## src/rtl/issue_scheduler.sv

```systemverilog
`default_nettype none
// =============================================================================
// Module   : issue_scheduler
// Brief    : Age-ordered out-of-order issue queue with a 64-entry register
//            busy scoreboard. Optional macro ISSUE_WAKEUP_BYPASS_EN lets a
//            same-cycle writeback make an entry eligible immediately.
// Revision : 1.0 - initial release
// =============================================================================
module issue_scheduler #(
  parameter int DEPTH = 8,
  parameter int SEQ_W = 32
) (
  input  logic                   clk,
  input  logic                   rst,
  input  logic                   enq_valid,
  output logic                   enq_ready,
  input  logic [4:0]             enq_alu_ctl,
  input  logic [5:0]             enq_rs_phys,
  input  logic [5:0]             enq_rt_phys,
  input  logic [5:0]             enq_rw_phys,
  input  logic                   enq_uses_rs,
  input  logic                   enq_uses_rt,
  input  logic                   enq_uses_rw,
  input  logic                   wb_valid,
  input  logic [5:0]             wb_phys,
  output logic                   iss_valid,
  input  logic                   iss_ready,
  output logic [4:0]             iss_alu_ctl,
  output logic [5:0]             iss_rs_phys,
  output logic [5:0]             iss_rt_phys,
  output logic [5:0]             iss_rw_phys,
  output logic                   iss_uses_rw,
  input  logic                   flush,
  output logic [$clog2(DEPTH):0] occupancy,
  output logic                   empty,
  output logic                   full
);

  localparam int                 c_IDX_W     = $clog2(DEPTH);
  localparam logic [c_IDX_W:0]   c_DEPTH_CNT = (c_IDX_W+1)'(DEPTH);

  logic [DEPTH-1:0]   vld_q, vld_d;
  logic [DEPTH-1:0]   rs_rdy_q, rs_rdy_d;
  logic [DEPTH-1:0]   rt_rdy_q, rt_rdy_d;
  logic [63:0]        busy_q, busy_d;
  logic [SEQ_W-1:0]   seq_ctr_q, seq_ctr_d;

  logic [SEQ_W-1:0]   seq_q [DEPTH];
  logic [4:0]         alu_q [DEPTH];
  logic [5:0]         rs_q  [DEPTH];
  logic [5:0]         rt_q  [DEPTH];
  logic [5:0]         rw_q  [DEPTH];
  logic [DEPTH-1:0]   urw_q;

  logic [DEPTH-1:0]   rs_ok, rt_ok, elig;
  logic [c_IDX_W-1:0] free_idx, sel_idx;
  logic [c_IDX_W:0]   occ;
  logic               sel_found, do_enq, do_iss, enq_rs_rdy, enq_rt_rdy;

  // Modular age compare: a is older than b when (a - b) wraps negative.
  function automatic logic older(input logic [SEQ_W-1:0] a, input logic [SEQ_W-1:0] b);
    logic [SEQ_W-1:0] diff;
    diff = a - b;
    return diff[SEQ_W-1];
  endfunction

  always_comb begin
    occ      = '0;
    free_idx = '0;
    for (int i = DEPTH-1; i >= 0; i--) begin
      occ = occ + (c_IDX_W+1)'(vld_q[i]);
      if (!vld_q[i]) free_idx = c_IDX_W'(i);
    end
  end

  assign occupancy = occ;
  assign empty     = (occ == '0);
  assign full      = (occ == c_DEPTH_CNT);
  assign enq_ready = ~full;

  always_comb begin
    rs_ok = '0;
    rt_ok = '0;
    elig  = '0;
    for (int i = 0; i < DEPTH; i++) begin
`ifdef ISSUE_WAKEUP_BYPASS_EN
      rs_ok[i] = rs_rdy_q[i] | (wb_valid & (wb_phys == rs_q[i]));
      rt_ok[i] = rt_rdy_q[i] | (wb_valid & (wb_phys == rt_q[i]));
`else
      rs_ok[i] = rs_rdy_q[i];
      rt_ok[i] = rt_rdy_q[i];
`endif
      elig[i] = vld_q[i] & rs_ok[i] & rt_ok[i];
    end
  end

  always_comb begin
    sel_idx   = '0;
    sel_found = 1'b0;
    for (int i = 0; i < DEPTH; i++) begin
      if (elig[i] && (!sel_found || older(seq_q[i], seq_q[sel_idx]))) begin
        sel_idx   = c_IDX_W'(i);
        sel_found = 1'b1;
      end
    end
  end

  assign iss_valid   = sel_found & ~flush & ~rst;
  assign iss_alu_ctl = alu_q[sel_idx];
  assign iss_rs_phys = rs_q[sel_idx];
  assign iss_rt_phys = rt_q[sel_idx];
  assign iss_rw_phys = rw_q[sel_idx];
  assign iss_uses_rw = urw_q[sel_idx];

  assign do_iss = iss_valid & iss_ready;
  assign do_enq = enq_valid & enq_ready & ~flush;

  assign enq_rs_rdy = ~enq_uses_rs | (enq_rs_phys == 6'd0) | ~busy_q[enq_rs_phys]
                    | (wb_valid & (wb_phys == enq_rs_phys));
  assign enq_rt_rdy = ~enq_uses_rt | (enq_rt_phys == 6'd0) | ~busy_q[enq_rt_phys]
                    | (wb_valid & (wb_phys == enq_rt_phys));

  always_comb begin
    vld_d     = vld_q;
    rs_rdy_d  = rs_rdy_q;
    rt_rdy_d  = rt_rdy_q;
    busy_d    = busy_q;
    seq_ctr_d = seq_ctr_q;
    if (flush) begin
      vld_d  = '0;
      busy_d = '0;
    end else begin
      if (wb_valid) begin
        busy_d[wb_phys] = 1'b0;
        for (int i = 0; i < DEPTH; i++) begin
          if (rs_q[i] == wb_phys) rs_rdy_d[i] = 1'b1;
          if (rt_q[i] == wb_phys) rt_rdy_d[i] = 1'b1;
        end
      end
      if (do_iss) vld_d[sel_idx] = 1'b0;
      // Enqueue is applied after the writeback clear so a same-register set wins.
      if (do_enq) begin
        vld_d[free_idx]    = 1'b1;
        rs_rdy_d[free_idx] = enq_rs_rdy;
        rt_rdy_d[free_idx] = enq_rt_rdy;
        seq_ctr_d          = seq_ctr_q + SEQ_W'(1);
        if (enq_uses_rw && (enq_rw_phys != 6'd0)) busy_d[enq_rw_phys] = 1'b1;
      end
    end
  end

  always_ff @(posedge clk) begin
    if (rst) begin
      vld_q     <= '0;
      rs_rdy_q  <= '0;
      rt_rdy_q  <= '0;
      busy_q    <= '0;
      seq_ctr_q <= '0;
    end else begin
      vld_q     <= vld_d;
      rs_rdy_q  <= rs_rdy_d;
      rt_rdy_q  <= rt_rdy_d;
      busy_q    <= busy_d;
      seq_ctr_q <= seq_ctr_d;
    end
  end

  always_ff @(posedge clk) begin
    if (do_enq) begin
      seq_q[free_idx] <= seq_ctr_q;
      alu_q[free_idx] <= enq_alu_ctl;
      rs_q[free_idx]  <= enq_rs_phys;
      rt_q[free_idx]  <= enq_rt_phys;
      rw_q[free_idx]  <= enq_rw_phys;
      urw_q[free_idx] <= enq_uses_rw;
    end
  end

endmodule
`default_nettype wire

```

## config.mk

```make
export PLATFORM = sky130hd
export DESIGN_NAME = issue_scheduler
export DESIGN_NICKNAME = d
export VERILOG_FILES = /design/src/rtl/issue_scheduler.sv
export SDC_FILE = /design/constraint.sdc
export NUM_CORES = 2
export LEC_CHECK = 0
export ABC_AREA = 1
export BUFFER_PORTS_ARGS = -buffer_cell sky130_fd_sc_hd__buf_2
export CORE_MARGIN = 2
export CORE_UTILIZATION = 50
export CTS_CLUSTER_DIAMETER = 120
export DETAILED_ROUTE_END_ITERATION = 6
export HOLD_SLACK_MARGIN = 0.05
export PLACE_DENSITY = 0.66
export SYNTH_ARGS = -nofsm -noshare
export SYNTH_HDL_FRONTEND = slang
export SYNTH_SLANG_ARGS = --single-unit
```

## constraint.sdc

```tcl
create_clock -name clk -period 19.77 [get_ports clk]
set_clock_uncertainty 0.2 [all_clocks]
set_input_delay 2.9655 -clock clk [delete_from_list [all_inputs] [get_ports clk]]
set_output_delay 2.9655 -clock clk [all_outputs]
set_load 0.05 [all_outputs]
```

==> results.md <==
- DP Worst Slack: -1.928 ns
- Port bufs: 69
- Tot Pwr: 2740 uW
- Synthesis-stage register bit count: 568
- Initial antenna violation count: 5
- Critical path arrival: 17.45 ns
- Maxcap violations: 0
- Slew Viols, Final: 0
- Outcome: complete, but fails checks
- Hold crit path type: reg2reg
- FF-to-FF End: vld_q[0]$_SDFF_PP0_
- Most used cell, CP: nand2_2
- Die ar.: 72040 um2
- CP Capture Type: output port
- Initial Utilization: 0.5070
- CTS root buffer: clkbuf_16
- DP HPWL: 87.86 mm
- Share of cells above drive strength 1: 0.2343
- Worst-path clk slew: 0.06 ns
- Vias/cell: 6.207
- Residual DRC: 0
- Net Count, Synth: 4441
- VDD IR max: 0.00009174 V
- Critical Path Start: seq_q[0][1]$_DFFE_PP_
- Most common cell after layout, fill and taps aside: nand2_1
- Post-Layout Cell Count: 5632
- Boundary pin count: 70
- Largest net degree at the start of global routing: 86
- FILL cells: 5516
- CP max-delay cell: edfxtp_1
- Core Rows: 96
- Post-synthesis cell type count: 64
- First-pass iteration count of the detailed router: 6
- Vias in the first global route: 32422
- Clk_lat worst skew: 0.66 ns
- Seq/Total Area, Yosys: 0.4536
- Hold-fix buffers, CTS: 0
- TritonCTS clock tree: yes
- Netlist Area Pre-Place: 34950 um2
- Critical path required time: 16.60 ns
- Setup slack after layout: -0.8480 ns
- Final setup viols: 24
- WHS: 0.2609 ns
- Fin nets: 4904
- Die H: 268.4 um
- Most frequent cells in the layout: nand2_1 (771), edfxtp_1 (448), inv_1 (435)
- Power density over cell area: 59.99 nW/um2
- Worst r2r src: seq_q[0][1]$_DFFE_PP_
- Wire per inst: 24.67 um
- Total clock sinks: 568
- Initial drt markers: 4926
- Dominant synthesized flop cell: edfxtp_1
- CTS HTree Levels: 3
- Vias: 34959
- Total track usage: 0.3722
- Reg2Reg Setup Slack: 2.56 ns
- Unrepaired setup endpoints after global routing: true
- Dpl cells: 5312
- Slew @ Worst Pin: 1.227 ns
- Largest stage delay, worst path: 0.45 ns
- ANT nets after route: 0
- CP Class: reg2out
- Failing checks: negative setup slack
- Lkg Pwr: 0.01845 uW
- Critical path capture point: iss_rs_phys[4]
- Synth top area cells: edfxtp_1 (38%), nand2_1 (9.2%), ha_1 (7.7%)
- Area delta synth->final: 30.67%
- Post-route clock period utilization: 1.043
- Fin util: 0.6624
- Synth area leader: edfxtp_1
- First-pass GRT wire length: 200.5 mm
- Fmax: 0.04850 GHz
- Num CTS Buffers: 66
- Worst R2R Path Depth: 126
- CORE AREA: 68950 um2
- CP Launch Type: register
- Fin. Hold Viols: 0
- RePlAce Congestion: 0.9907
- Syn Inst Count: 4185
- EDFF count, synth: 448
- CP Max Fanout: 9
- Deepest clock path buffer count: 3
- DIE WIDTH: 268.4 um
- Slew HR: 0.1759
- Routed WL: 138.9 mm
- Synth top area share: 0.3849
- GRT overflow: 0
- Async SR Flop Fraction: 0
- Post-route minimum period: 20.62 ns
- Average size of a mapped cell: 8.352 um2
- YS warnings: 0
[worst min path at each step]
stage                     startpoint                    end  slack, ns  cells past startpoint
6_report        busy_q[0]$_SDFF_PP0_   busy_q[0]$_SDFF_PP0_       0.26                      2
5_1_grt        busy_q[29]$_SDFF_PP0_  busy_q[29]$_SDFF_PP0_       0.30                      2
4_1_cts         busy_q[0]$_SDFF_PP0_   busy_q[0]$_SDFF_PP0_       0.25                      2
3_5_place_dp    busy_q[0]$_SDFF_PP0_   busy_q[0]$_SDFF_PP0_       0.24                      2
3_3_place_gp    busy_q[0]$_SDFF_PP0_   busy_q[0]$_SDFF_PP0_       0.24                      2
2_1_floorplan   busy_q[0]$_SDFF_PP0_   busy_q[0]$_SDFF_PP0_       0.23                      2
[registers in the layout, indices dropped and copies added, names as in the netlist, 32 cells and up]
register	flops
seq_ctr_q	32
rs_q	48
alu_q	40
seq_q	256
busy_q	64
rw_q	48
rt_q	48
[critical path, delay by kind of cell (launching register included)]
family                   cells  cell delay, ns
adder cells (fa/ha/maj)      7            1.96
flip-flops                   1            0.45
AO/OA/AOI/OAI               26            4.10
buffers and inverters       32            4.11
AND/OR/NAND/NOR             65            6.12
[where the power goes]
part | internal (uW) | total [uW] | switching [uW]
registers | 1290 | 1290 | 4.64
logic | 57.9 | 176 | 119
clock network | 726 | 1270 | 547
[per-layer routing]
| metal | up-vias | global-route usage | part of all wire |
|---|---|---|---|
| li1 | 15632 | - | - |
| met1 | 16385 | 0.4837 | 0.37 |
| met2 | 2363 | 0.5893 | 0.44 |
| met3 | 575 | 0.06882 | 0.11 |
| met4 | 4 | 0.2036 | 0.072 |
| met5 | - | 0 | 0.00015 |
[synth_stat cells, types with 8 or more instances]
cell / instances
nand3_1: 270
nor3_1: 53
edfxtp_1: 448
buf_4: 9
buf_2: 18
a32oi_1: 8
buf_1: 26
a31oi_1: 42
o21ai_0: 397
inv_2: 13
a221oi_1: 16
o22ai_1: 60
buf_6: 12
o31ai_1: 11
nand4_1: 28
ha_1: 214
a22oi_1: 8
xnor2_1: 10
inv_1: 476
nor2_1: 215
o211ai_1: 92
xor2_1: 28
a211oi_1: 27
nor4_1: 13
a32o_1: 9
a2111oi_0: 16
nand3b_1: 76
nand2_1: 860
a21oi_1: 342
dfxtp_1: 120
o221ai_1: 12
clkbuf_1: 153
[through the flow]
stage | cell area, um2 | setup TNS (ns)
global route | 45670 | -32.20
detailed placement | 38550 | -44.29
floorplan | 34950 | 0
global placement | 38550 | -47.08
CTS | 44160 | -2.179
finish | 45670 | -18.92
[layout make-up]
| type | instances | area [um2] | share of cell area |
|---|---|---|---|
| antenna | 1 | 2.502 | 0.00005479 |
| clock buffer | 86 | 1778 | 0.03893 |
| clock inverter | 34 | 456.7 | 0.009999 |
| inverter | 500 | 1956 | 0.04282 |
| multi-input combinational | 2902 | 18110 | 0.3965 |
| sequential | 568 | 15860 | 0.3471 |
| tap | 931 | 1165 | 0.02550 |
| timing repair buffer | 609 | 6345 | 0.1389 |
| timing repair inverter | 1 | 6.256 | 0.0001370 |
[timing repair]
action	in CTS	in global routing
hold endpoints to repair	0	0
pin swaps	88	120
cloned	28	8
resized for setup	483	230
setup endpoints to repair	24	24
setup buffers	106	69
[cell families (layout without fill, tap and decap cells)]
kind of cell | Yosys count | after routing | synth area share
flip-flops | 568 | 568 | 0.4536
buffers and inverters | 718 | 1230 | 0.08158
adder cells (fa/ha/maj) | 218 | 218 | 0.07889
other | 0 | 1 | 0
XOR/XNOR | 38 | 38 | 0.009522
multiplexers | 2 | 2 | 0.0005728
AND/OR/NAND/NOR | 1555 | 1558 | 0.1953
AO/OA/AOI/OAI | 1086 | 1086 | 0.1805
No activity file was read; power rests on OpenSTA's default activity.
